[src/rtl/scroll_pixel_fetch.sv]
// scroll_pixel_fetch: turns the raster position into look-ahead frame-buffer reads of a
// scrolling half-resolution world map, committing scroll changes once per frame.
module scroll_pixel_fetch #(
  parameter int MEM_LAT = 2,
  parameter int WORLD_W = 1024,
  parameter int ADDR_W  = 18
) (
  input  logic              Clk,
  input  logic              Reset,
  input  logic [9:0]        DrawX,
  input  logic [9:0]        DrawY,
  input  logic              scroll_req,
  input  logic [3:0]        scroll_amt,
  output logic [ADDR_W-1:0] mem_addr,
  output logic              mem_rd,
  input  logic [4:0]        mem_rdata,
  output logic [4:0]        memMappedValue,
  output logic [9:0]        scroll_x,
  output logic              frame_tick
);
  localparam logic [10:0] LOOK  = 11'(MEM_LAT + 2);
  localparam logic [10:0] XMASK = 11'(WORLD_W - 1);
  localparam int          XW    = $clog2(WORLD_W);
  typedef enum logic [1:0] {VBL, RUN, COMMIT} state_t;
  state_t              state;
  logic [7:0]          pending;
  logic [MEM_LAT:0]    vld;
  logic [10:0]         sum;
  logic [10:0]         xs;
  logic [9:0]          t;
  logic [9:0]          ty;
  logic                wrap;
  logic                go;
  logic                fetch;
  logic [8:0]          acc;
  logic [7:0]          pend_add;
  logic [ADDR_W-1:0]   addr;
  assign mem_rd = vld[0];
  always_comb begin
    sum      = {1'b0, DrawX} + LOOK;
    wrap     = sum >= 11'd800;
    t        = wrap ? 10'(sum - 11'd800) : sum[9:0];
    ty       = wrap ? (DrawY == 10'd524 ? 10'd0 : DrawY + 10'd1) : DrawY;
    go       = state == VBL && DrawY == 10'd524 && DrawX == 10'(11'd800 - LOOK);
    fetch    = (state == RUN || go) && DrawX < 10'd800 && DrawY < 10'd525 && t < 10'd640 && ty < 10'd480;
    xs       = ({1'b0, scroll_x} + 11'(t >> 1)) & XMASK;
    addr     = ADDR_W'(xs) + (ADDR_W'(ty >> 1) << XW);
    acc      = {1'b0, pending} + {5'b0, scroll_amt};
    pend_add = !scroll_req ? pending : (acc[8] ? 8'hFF : acc[7:0]);
  end
  // vld[0] doubles as the read strobe; vld[MEM_LAT] lines up with mem_rdata
  always_ff @(posedge Clk or negedge Reset) begin
    if (!Reset) begin
      state          <= VBL;
      pending        <= 8'd0;
      scroll_x       <= 10'd0;
      frame_tick     <= 1'b0;
      mem_addr       <= '0;
      vld            <= '0;
      memMappedValue <= 5'h00;
    end else begin
      vld            <= {vld[MEM_LAT-1:0], fetch};
      mem_addr       <= fetch ? addr : mem_addr;
      memMappedValue <= vld[MEM_LAT] ? mem_rdata : 5'h00;
      frame_tick     <= 1'b0;
      pending        <= pend_add;
      case (state)
        VBL:    state <= go ? RUN : VBL;
        RUN: begin
          if (DrawY == 10'd480 && DrawX == 10'd0) begin
            state      <= COMMIT;
            scroll_x   <= 10'(({1'b0, scroll_x} + {3'b0, pending}) & XMASK);
            pending    <= scroll_req ? {4'b0, scroll_amt} : 8'd0;
            frame_tick <= 1'b1;
          end
        end
        default: state <= VBL;
      endcase
    end
  end
endmodule

[config.mk]
export PLATFORM = sky130hd
export DESIGN_NAME = scroll_pixel_fetch
export DESIGN_NICKNAME = d
export VERILOG_FILES = /design/src/rtl/scroll_pixel_fetch.sv
export SDC_FILE = /design/constraint.sdc
export NUM_CORES = 1
export LEC_CHECK = 0
export CORE_MARGIN = 8
export CORE_UTILIZATION = 35
export DETAILED_ROUTE_END_ITERATION = 6
export PLACE_DENSITY = 0.55
export SLEW_MARGIN = 20
export SYNTH_ARGS = -nofsm -noshare
export SYNTH_HDL_FRONTEND = slang
export SYNTH_SLANG_ARGS = --single-unit
[constraint.sdc]
create_clock -name Clk -period 6.9 [get_ports Clk]
set_input_delay 1.38 -clock Clk [delete_from_list [all_inputs] [get_ports Clk]]
set_output_delay 1.38 -clock Clk [all_outputs]
set_load 0.02 [all_outputs]
==> impl_metrics.py <==
metrics = {
    "status": {
        "status": "finished, final reports clean",
    },
    "yosys": {
        "synth_area_per_cell_um2": 9.34,
        "syn_inst": 372,
        "synth_enable_flop_cells": 0,
        "async_reset_ff_frac": 1.00,
        "synthesis.nets": 435,
        "yosys-top-cells-area": "dfrtp_1 (34%), ha_1 (10%), xor2_1 (3.5%)",
        "synth.largest_area_cell": "dfrtp_1",
        "synth.most_common_cell": "dfrtp_1",
        "synth-seq-cells": 47,
        "yosysWarnings": 0,
        "synth.top_cell.area_share": 0.339,
        "synth.distinct_cells": 61,
        "synth-seq-area-share": 0.339,
        "syn-cell-area_mm2": 0.00347,
        "yosys_most_used_dff": "dfrtp_1",
        "synthTopCellsByCount": "dfrtp_1 (47), nand2_1 (32), ha_1 (28)",
    },
    "setup_path": {
        "path_cells": "clkdlybuf4s50_1, ha_1, and3_1, xnor2_1, ha_1, and4_1, o22ai_1, o21a_1, nand2_1, xor2_1, ha_1, nand2_1, o21ai_0, or3_1, nand4_1, mux2_4",
        "cp-start-kind": "primary input",
        "critPathMaxFanout": 9,
        "critPathSlowestCell": "clkdlybuf4s50_1",
        "path_class": "in -> reg",
        "cp.required_ns": 7.08,
        "crit_top_cell": "ha_1",
        "rr_startpoint": "scroll_x[0]$_DFFE_PN0P_",
        "cpPeakStageDelay_ns": 0.65,
        "r2r_slack_ns": 4.40,
        "reg2regPathDepth": 9,
        "arrival_ns": 5.65,
        "endpoint_kind": "flip-flop",
        "r2r-end": "mem_addr[8]$_DFFE_PN0P_",
    },
    "clocking": {
        "cts.clk_slew.worst_paths_ns": 0.08,
        "cts_resized": 0,
        "clkLatencyLatePin_ns": 0.30,
        "h-tree-depth": 2,
        "root_buffer": "clkbuf_8",
        "cts_tree": "built",
        "cts_sinks": 47,
        "cts_made_buffers": 5,
        "post_cts_buffers": 0,
        "cts_buffer_depth": 2,
        "holdBufCountCts": 0,
    },
    "place": {
        "hpwl_um": 6790,
        "place_area_mm2": 0.00424,
        "io_buffers": 66,
        "gp_congestion": 0.854,
    },
    "detailed_routing": {
        "wl_per_cell_um": 15.3,
        "postRouteAntennaNets": 0,
        "via_count": 2902,
        "firstDrtPassIters": 5,
        "drc_errors": 0,
        "postRouteWirelength_um": 8710,
        "first_iter_violations": 130,
        "vias_per_cell": 5.11,
    },
    "power_and_ir_drop": {
        "p_per_area_mw_per_mm2": 165,
        "ir_drop_mv": 0.104,
        "finalPower_mw": 0.712,
        "p_leak_nw": 1.95,
    },
    "sta": {
        "skew_ns": 0.00954,
        "period_share": 0.793,
        "finalSetupViolations": 0,
        "period_needed_ns": 5.47,
        "fmax_mhz": 183,
        "hold_viol": 0,
        "tightest_slew_ns": 0.736,
        "rsz0062_at_grt": "no",
        "slew_headroom": 0.507,
        "tns_ns": 0,
        "drv_slew": 0,
    },
    "die": {
        "ioPinCount": 67,
        "start_util": 0.359,
        "die_x_um": 116,
        "die_h_um": 116,
        "die_area_mm2": 0.0134,
        "core_mm2": 0.00968,
        "rows": 36,
    },
    "global_routing": {
        "grt_pass1_vias": 2978,
        "grt_max_degree": 48,
        "grt-ovfl-total": 0,
        "grt_antenna_before_repair": 0,
        "grt_pass1_wl_um": 14600,
        "grt_util_all_layers": 0.136,
    },
    "finish": {
        "drive_gt1_frac": 0.0805,
        "antennaDiodeCount": 0,
        "syn_to_final_growth_pct": 24.4,
        "n_fill_cell": 954,
        "nets": 497,
        "fin_area_mm2": 0.00432,
    },
    "hold_path": {
        "min_path_cells": 0,
        "hold_class": "reg -> reg",
        "min_to": "vld[2]$_DFF_PN0_",
        "hp-start": "vld[1]$_DFF_PN0_",
    },
    "job": {
        "cap_violations": 0,
    },
}
## through the flow
step                      setup slack [ns]  cells   util  hold slack [ns]
after floorplan                       2.35    372      -            0.331
after global placement                1.36    560  0.437            0.333
after detailed placement              1.17    560  0.437            0.335
after CTS                             1.47    568  0.446            0.356
after global routing                  1.09    568  0.446            0.362
final                                 1.43    568  0.446            0.352
## worst max-delay path: cells and delay by family
kind	cells	cell delay, ns
xor+xnor	2	0.30
mux	1	0.27
buf+inv	1	0.65
compound gates	3	1.03
simple gates	6	1.03
fa+ha+maj	3	0.97
## metal layers
layer / vias up / track usage / part of all wire
met5: - / 0 / 0
met2: 82 / 0.233 / 0.47
met3: 9 / 0.0307 / 0.058
met1: 1355 / 0.167 / 0.46
met4: 0 / 0.0354 / 0.013
li1: 1456 / - / -
## cell type report
type / instances / area, um2 / area share
clock inverter: 2 / 12.5 / 0.00290
multi-input combinational: 288 / 2130 / 0.494
timing repair buffer: 68 / 671 / 0.155
inverter: 24 / 90.1 / 0.0208
tap: 133 / 166 / 0.0385
clock buffer: 6 / 72.6 / 0.0168
sequential: 47 / 1180 / 0.272
## logic make-up (layout without fill, tap and decap cells)
family	count (synthesis)	in the layout	synth area share
and+or+nand+nor	123	123	0.189
AOI/OAI and AO/OA	92	92	0.184
DFF	47	47	0.339
buffers and inverters	37	100	0.0472
adders and majority gates	31	31	0.118
xor gates and xnor gates	25	25	0.0630
muxes	17	17	0.0598
## power by group
part / switching, mW / internal, mW / total [mW]
Sequential: 0.0290 / 0.297 / 0.326
Combinational: 0.114 / 0.107 / 0.222
Clock: 0.0926 / 0.0710 / 0.164
## worst max path at each step
stage             start                       to  depth (start not counted)
6_report       DrawX[3]  mem_addr[9]$_DFFE_PN0P_                         16
5_1_grt        DrawX[3]  mem_addr[9]$_DFFE_PN0P_                         16
4_1_cts        DrawX[3]  mem_addr[9]$_DFFE_PN0P_                         16
3_5_place_dp   DrawX[3]  mem_addr[9]$_DFFE_PN0P_                         16
3_3_place_gp   DrawX[2]  mem_addr[9]$_DFFE_PN0P_                         16
2_1_floorplan  DrawX[2]  mem_addr[9]$_DFFE_PN0P_                         17
## flip-flops by register name, indices dropped and copies added (netlist names)
| register | count |
|---|---|
| frame_tick | 1 |
| memMappedValue | 5 |
| mem_addr | 18 |
| pending | 8 |
| scroll_x | 10 |
| state | 2 |
| vld | 3 |
## cells in the final DEF (no fill, tap or decap), types with 5 or more instances in the layout
| cell | n |
|---|---|
| a21o_1 | 5 |
| a21oi_1 | 20 |
| a31oi_1 | 5 |
| and2_1 | 9 |
| clkbuf_8 | 5 |
| clkdlybuf4s50_1 | 65 |
| dfrtp_1 | 47 |
| ha_1 | 28 |
| inv_1 | 23 |
| mux2_2 | 10 |
| mux2_4 | 5 |
| nand2_1 | 32 |
| nand2b_1 | 5 |
| nand3_1 | 17 |
| nand4_1 | 5 |
| nor2_1 | 17 |
| nor2b_1 | 6 |
| nor3_1 | 9 |
| o211ai_1 | 6 |
| o21ai_0 | 24 |
| xnor2_1 | 11 |
| xor2_1 | 14 |
Power figures use the tool's default switching activity.
